==> config.mk <==
export PLATFORM = sky130hd
export DESIGN_NAME = pipeline_ctrl
export DESIGN_NICKNAME = d
export VERILOG_FILES = /design/src/rtl/pipe_pkg.sv /design/src/rtl/hazard_detect.sv /design/src/rtl/pipeline_ctrl.sv
export SDC_FILE = /design/constraint.sdc
export NUM_CORES = 1
export LEC_CHECK = 0
export BUFFER_PORTS_ARGS = -buffer_cell sky130_fd_sc_hd__buf_2
export CORE_UTILIZATION = 35
export DETAILED_ROUTE_END_ITERATION = 10
export PLACE_DENSITY = 0.6
export SYNTH_ARGS = -nofsm -noshare
export SYNTH_HDL_FRONTEND = slang
export SYNTH_HIERARCHICAL = 1
export SYNTH_SLANG_ARGS = --single-unit
==> constraint.sdc <==
create_clock -name i_clk -period 2.52 [get_ports i_clk]
set_input_delay 0 -clock i_clk [delete_from_list [all_inputs] [get_ports i_clk]]
set_output_delay 0 -clock i_clk [all_outputs]
set_load 0.03 [all_outputs]
==> src/rtl/pipe_pkg.sv <==
// Shared definitions for the pipeline hazard/sequencing controller.
// Holds the FSM state encoding, the NOP encoding, the default register-address
// width and the PC width used by the controller and its comparator.
package pipe_pkg;

  localparam int          RAW_DEF = 3;
  localparam int          PC_W    = 8;
  localparam logic [7:0]  NOP     = 8'h00;

  typedef enum logic [1:0] {
    ST_RUN      = 2'd0,
    ST_LU_STALL = 2'd1,
    ST_MEM_WAIT = 2'd2
  } state_t;

endpackage

==> src/rtl/hazard_detect.sv <==
// Combinational load-use comparator.
// Ports:
//   i_idex_mem_read        - instruction in EX is a load
//   i_idex_rd              - destination register of the EX instruction
//   i_ifid_rs1/_rs2        - source registers of the ID instruction
//   i_ifid_use_rs1/_rs2    - ID instruction actually reads that source
//   o_hit                  - ID instruction depends on the load in EX
module hazard_detect
  import pipe_pkg::*;
#(
  parameter int RAW = RAW_DEF
) (
  input  logic           i_idex_mem_read,
  input  logic [RAW-1:0] i_idex_rd,
  input  logic [RAW-1:0] i_ifid_rs1,
  input  logic [RAW-1:0] i_ifid_rs2,
  input  logic           i_ifid_use_rs1,
  input  logic           i_ifid_use_rs2,
  output logic           o_hit
);

  logic w_rs1_match;
  logic w_rs2_match;

  // Register 0 is an ordinary register on this core, so no zero exclusion.
  assign w_rs1_match = i_ifid_use_rs1 && (i_ifid_rs1 == i_idex_rd);
  assign w_rs2_match = i_ifid_use_rs2 && (i_ifid_rs2 == i_idex_rd);
  assign o_hit       = i_idex_mem_read && (w_rs1_match || w_rs2_match);

endmodule

==> src/rtl/pipeline_ctrl.sv <==
// Hazard and sequencing controller for the 8-bit five-stage core.
// Decides each cycle whether PC and IF/ID advance, hold or flush, whether
// ID/EX takes a bubble, and whether the back end freezes for memory waits.
// Ports:
//   i_clk, i_rst_n              - clock, async active-low reset
//   i_ifid_*                    - ID instruction source registers and use flags
//   i_idex_mem_read, i_idex_rd  - EX instruction load flag and destination
//   i_branch_taken/_target      - taken branch resolved in EX and its target
//   i_mem_busy                  - data memory not ready
//   o_pc_hold, o_ifid_hazard, o_ifid_flush, o_idex_bubble, o_pipe_freeze,
//   o_pc_sel, o_pc_redirect     - Mealy control outputs
//   o_stall_cnt, o_flush_cnt    - saturating statistics counters
//   o_mem_timeout               - sticky memory-wait timeout flag
//   o_state                     - current FSM state
//
// state       | meaning
// ------------+-------------------------------------------------------------
// RUN         | normal flow; branch / load-use evaluated every cycle
// LU_STALL    | one-cycle load-use stall; load-use detection suppressed
// MEM_WAIT    | back end frozen while data memory is busy
module pipeline_ctrl
  import pipe_pkg::*;
#(
  parameter int RAW      = RAW_DEF,
  parameter int MAX_WAIT = 15
) (
  input  logic            i_clk,
  input  logic            i_rst_n,
  input  logic [RAW-1:0]  i_ifid_rs1,
  input  logic [RAW-1:0]  i_ifid_rs2,
  input  logic            i_ifid_use_rs1,
  input  logic            i_ifid_use_rs2,
  input  logic            i_idex_mem_read,
  input  logic [RAW-1:0]  i_idex_rd,
  input  logic            i_branch_taken,
  input  logic [PC_W-1:0] i_branch_target,
  input  logic            i_mem_busy,
  output logic            o_pc_hold,
  output logic            o_ifid_hazard,
  output logic            o_ifid_flush,
  output logic            o_idex_bubble,
  output logic            o_pipe_freeze,
  output logic            o_pc_sel,
  output logic [PC_W-1:0] o_pc_redirect,
  output logic [15:0]     o_stall_cnt,
  output logic [7:0]      o_flush_cnt,
  output logic            o_mem_timeout,
  output logic [1:0]      o_state
);

  state_t      r_state;
  logic [7:0]  r_wait_cnt;
  logic [15:0] r_stall_cnt;
  logic [7:0]  r_flush_cnt;
  logic        r_mem_timeout;

  state_t      w_next;
  logic [7:0]  w_wait_nxt;
  logic        w_to_set;
  logic        w_eval_run;
  logic        w_lu_hit;
  logic        w_pc_hold;
  logic        w_ifid_hazard;
  logic        w_ifid_flush;
  logic        w_idex_bubble;
  logic        w_pipe_freeze;
  logic        w_pc_sel;
  logic [8:0]  w_wait_inc;

  hazard_detect #(.RAW(RAW)) u_hazard_detect (
    .i_idex_mem_read (i_idex_mem_read),
    .i_idex_rd       (i_idex_rd),
    .i_ifid_rs1      (i_ifid_rs1),
    .i_ifid_rs2      (i_ifid_rs2),
    .i_ifid_use_rs1  (i_ifid_use_rs1),
    .i_ifid_use_rs2  (i_ifid_use_rs2),
    .o_hit           (w_lu_hit)
  );

  // Unsaturated increment so "would exceed MAX_WAIT" still works at 255.
  assign w_wait_inc = {1'b0, r_wait_cnt} + 9'd1;

  always_comb begin
    w_next        = r_state;
    w_wait_nxt    = r_wait_cnt;
    w_to_set      = 1'b0;
    w_eval_run    = 1'b0;
    w_pc_hold     = 1'b0;
    w_ifid_hazard = 1'b0;
    w_ifid_flush  = 1'b0;
    w_idex_bubble = 1'b0;
    w_pipe_freeze = 1'b0;
    w_pc_sel      = 1'b0;
    // Outputs are Mealy; gating with reset keeps them quiet while reset is held.
    if (i_rst_n) begin
      case (r_state)
        ST_RUN, ST_LU_STALL: begin
          if (i_mem_busy) begin
            w_pc_hold     = 1'b1;
            w_ifid_hazard = 1'b1;
            w_pipe_freeze = 1'b1;
            w_next        = ST_MEM_WAIT;
            w_wait_nxt    = 8'd1;
          end else if (r_state == ST_LU_STALL) begin
            w_next = ST_RUN;
          end else begin
            w_eval_run = 1'b1;
          end
        end
        ST_MEM_WAIT: begin
          if (i_mem_busy) begin
            w_pc_hold     = 1'b1;
            w_ifid_hazard = 1'b1;
            w_pipe_freeze = 1'b1;
            w_wait_nxt    = (r_wait_cnt == 8'hFF) ? 8'hFF : w_wait_inc[7:0];
            w_to_set      = (w_wait_inc > 9'(MAX_WAIT));
          end else begin
            w_next     = ST_RUN;
            w_wait_nxt = 8'd0;
            w_eval_run = 1'b1;
          end
        end
        default: begin
          w_next     = ST_RUN;
          w_wait_nxt = 8'd0;
        end
      endcase

      // A branch flushes the ID instruction, so its load-use hit is wrong-path.
      if (w_eval_run) begin
        if (i_branch_taken) begin
          w_pc_sel      = 1'b1;
          w_ifid_flush  = 1'b1;
          w_idex_bubble = 1'b1;
        end else if (w_lu_hit) begin
          w_pc_hold     = 1'b1;
          w_ifid_hazard = 1'b1;
          w_idex_bubble = 1'b1;
          w_next        = ST_LU_STALL;
        end
      end
    end
  end

  always_ff @(posedge i_clk or negedge i_rst_n) begin
    if (!i_rst_n) begin
      r_state       <= ST_RUN;
      r_wait_cnt    <= 8'd0;
      r_stall_cnt   <= 16'd0;
      r_flush_cnt   <= 8'd0;
      r_mem_timeout <= 1'b0;
    end else begin
      r_state    <= w_next;
      r_wait_cnt <= w_wait_nxt;
      if (w_pc_hold && (r_stall_cnt != 16'hFFFF)) begin
        r_stall_cnt <= r_stall_cnt + 16'd1;
      end
      if (w_pc_sel && (r_flush_cnt != 8'hFF)) begin
        r_flush_cnt <= r_flush_cnt + 8'd1;
      end
      if (w_to_set) begin
        r_mem_timeout <= 1'b1;
      end
    end
  end

  assign o_pc_hold     = w_pc_hold;
  assign o_ifid_hazard = w_ifid_hazard;
  assign o_ifid_flush  = w_ifid_flush;
  assign o_idex_bubble = w_idex_bubble;
  assign o_pipe_freeze = w_pipe_freeze;
  assign o_pc_sel      = w_pc_sel;
  assign o_pc_redirect = w_pc_sel ? i_branch_target : '0;
  assign o_stall_cnt   = r_stall_cnt;
  assign o_flush_cnt   = r_flush_cnt;
  assign o_mem_timeout = r_mem_timeout;
  assign o_state       = r_state;

endmodule

==> metrics.md <==
| Metric | Value |
|---|---|
| Area growth from synthesis to layout | 21.4% |
| VDD IR-drop max | 0.592 mV |
| Vias in the first global route | 1699 |
| Design area | 0.00263 mm^2 |
| Run status | finished clean |
| Clock share of power | 25.2% |
| Final HPWL DP | 3.39 mm |
| MaxCap Viol Count | 0 |
| CP Launch Type | input port |
| Synthesized flop and latch total | 35 |
| Finished Layout Cells | 352 |
| Worst Clk Skew | 0.00713 ns |
| Sw Share | 39.1% |
| Via count | 1837 |
| Cells after DPL | 343 |
| Max Slew Vio Count | 0 |
| Routed len/inst | 13.3 um |
| Routed Antenna Nets | 0 |
| Starting density of the core | 36.3% |
| Critical Path End Type | output port |
| Synth Flop Type | dfrtp_1 |
| Nets | 304 |
| Clock latency on the worst-skew pair | 0.29 ns |
| Ys async rst share | 100% |
| Cell family with most CP delay | buffers and inverters |
| Worst Path Required | 2.52 ns |
| Ys Warns | 6 |
| Share of layout cells above drive strength 1 | 32.1% |
| Worst-margin pin slew | 0.604 ns |
| Slew HR | 59.7% |
| Worst Setup Path Type | in -> out |
| Core Util, Final | 44.1% |
| Placed cell area | 0.00251 mm^2 |
| Most Frequent Cell on Critical Path | buf_2 |
| Number of core rows | 28 |
| DIE AREA | 0.00650 mm^2 |
| # DRC | 0 |
| Net Switching | 0.000706 W |
| Clk slew on worst S/H paths | 0.07 ns |
| Cell Pwr Density | 687 mW/mm^2 |
| Post-Route WL | 4.69 mm |
| Port Buffers | 64 |
| Die H | 80.6 um |
| Met1 Resource Use GR | 21.7% |
| Met2 usage | 23.3% |
| CTS Sinks | 35 |
| Logic gate share of total power | 31.1% |
| Grt met3 use | 3.75% |
| Initial antenna violation count | 0 |
| Overall routing resource usage | 15.8% |
| CP arrival | 2.07 ns |
| Clock tree from TritonCTS | built |
| Int Pwr | 0.00110 W |
| Initial drt markers | 93 |
| Max Buffers Root-to-Sink | 2 |
| Crit-path max cell delay | 0.53 ns |
| Max Clock Freq | 483 MHz |
| Synth Instances | 213 |
| RSZ-0062 raised after global routing | false |
| I/O pin cnt | 65 |
| Worst path bufs/invs | 5 |
| First-pass GRT wire length | 7.96 mm |
| Vias per cell | 5.22 |
| Final period demand of the worst path | 2.07 ns |
| Syn_area_per_cell | 10.2 um^2 |
| H-tree depth | 2 |
| Syn_nets | 241 |
| Fillers | 630 |
| Final setup viols | 0 |
| Hold Vio Cnt, Final | 0 |
| Total congestion overflow | 0 |
| Largest net degree at the start of global routing | 29 |
| Root Driver | clkbuf_8 |
| Worst Hold Class | in -> reg |
| Fin crit share | 82.2% |
| Leak pwr | 1.31 nW |
| Flop2flop setup slack | 0.63 ns |
| Core area | 0.00596 mm^2 |
| Multi-input gate area | 0.00117 mm^2 |
| Antenna Cells | 0 |
| Synthesized area | 0.00216 mm^2 |
| Seq/Total Area, Yosys | 40.5% |
| Sequential cell area | 876 um^2 |
| Critical path peak fanout | 28 |
| Resize count post-CTS | 0 |
| Num CTS Buffers | 5 |
| Final TNS setup | 0 ns |
| Die width | 80.6 um |
| Placer congestion estimate | 0.777 |
| CP max-delay cell | dlygate4sd3_1 |
| Post-synth cell types | 53 |
| Drt first pass iters | 4 |
| EDFF count, synth | 0 |
| Crit-path cells | dlygate4sd3_1, buf_2, buf_4, inv_1, nor3_1, o21a_1, buf_2 |
| Most Crowded Layer GR | met2 |
| Sequential Power Share | 43.7% |
## timing repair
action | in CTS | in global routing
hold endpoints to repair | 22 | 0
hold buffers | 1 | 0
buffers inserted | 0 | 0
endpoints found under the setup margin | 0 | 0
## registers in the layout (all words and copies together), names as in the netlist
register	flops
o_flush_cnt	8
o_mem_timeout	1
o_stall_cnt	16
o_state	2
r_wait_cnt	8
## layer usage
layer / wire length, um / vias to the layer above
met4: 113 / 0
li1: - / 899
met5: 0 / -
met2: 2090 / 59
met3: 239 / 12
met1: 2250 / 867
## cells by family after synthesis
group                      count (synthesis)  share of synthesized area [%]
DFF                                       35                           40.5
buffers and inverters                     21                           5.27
xor gates and xnor gates                  28                           11.3
AOI/OAI and AO/OA                         45                           16.2
muxes                                      3                           1.56
adders and majority gates                  4                           2.31
and+or+nand+nor                           77                           22.8
## power groups by stage
stage	clock (W)	combinational (W)	sequential, W
2_1_floorplan	0	0.000221	0.000954
3_3_place_gp	0	0.000558	0.000796
3_5_place_dp	0	0.000564	0.000795
4_1_cts	0.000472	0.000568	0.000787
5_1_grt	0.000497	0.000619	0.000809
6_report	0.000454	0.000561	0.000789
## cell type report
cell class | instances | area share, %
clock buffer | 7 | 3.67
inverter | 11 | 1.57
tap | 75 | 3.57
timing repair buffer | 66 | 12.9
clock inverter | 1 | 0.286
multi-input combinational | 157 | 44.7
sequential | 35 | 33.4
## tightest hold or removal path: cells and delay by family
kind                   cells  cell delay, ns
AND/OR/NAND/NOR            1            0.09
buffers and inverters      1            0.15
AO/OA/AOI/OAI              1            0.05
## metrics by stage
stage	setup WS, ns	hold WS, ns	total power [W]
finish	0.449	0.0430	0.00180
detailed placement	0.575	0.0456	0.00136
CTS	0.366	0.0361	0.00183
global route	0.173	0.0490	0.00193
global placement	0.628	0.0482	0.00135
floorplan	0.713	-0.296	0.00117
## cell usage after synthesis (4+ instances only)
cell type | number | share of area (%)
buf_4 | 4 | 1.4
nand2_1 | 12 | 2.1
and3_1 | 5 | 1.4
a21oi_1 | 6 | 1.4
xnor2_1 | 10 | 4.1
nor2_1 | 7 | 1.2
o21ai_0 | 7 | 1.6
nand4_1 | 7 | 2.0
ha_1 | 4 | 2.3
nor3_1 | 6 | 1.4
nand3_1 | 10 | 2.3
dfrtp_1 | 35 | 41
xor2_1 | 18 | 7.3
inv_1 | 11 | 1.9
buf_2 | 4 | 0.93
a21o_1 | 4 | 1.4
and2_1 | 8 | 2.3
## worst paths after layout
check / from / end / cells after the start
min: i_mem_busy / r_wait_cnt[0] / 3
max: i_rst_n / o_idex_bubble / 7
max reg2reg: r_wait_cnt[0] / o_mem_timeout / 5
min in group asynchronous: i_rst_n / o_stall_cnt[9] / 2
max in group asynchronous: i_rst_n / o_stall_cnt[3] / 3
min reg2reg: o_mem_timeout / o_mem_timeout / 1
## layout by cell type, fill, tap and decap left out, types with 7 or more instances in the layout
cell       n
buf_2     64
o21ai_0    7
nor2_1     7
xor2_1    18
nand4_1    7
nand2_1   12
clkbuf_8   7
nand3_1   10
xnor2_1   10
and2_1     8
dfrtp_1   35
inv_1     11
Power figures use the tool's default switching activity.
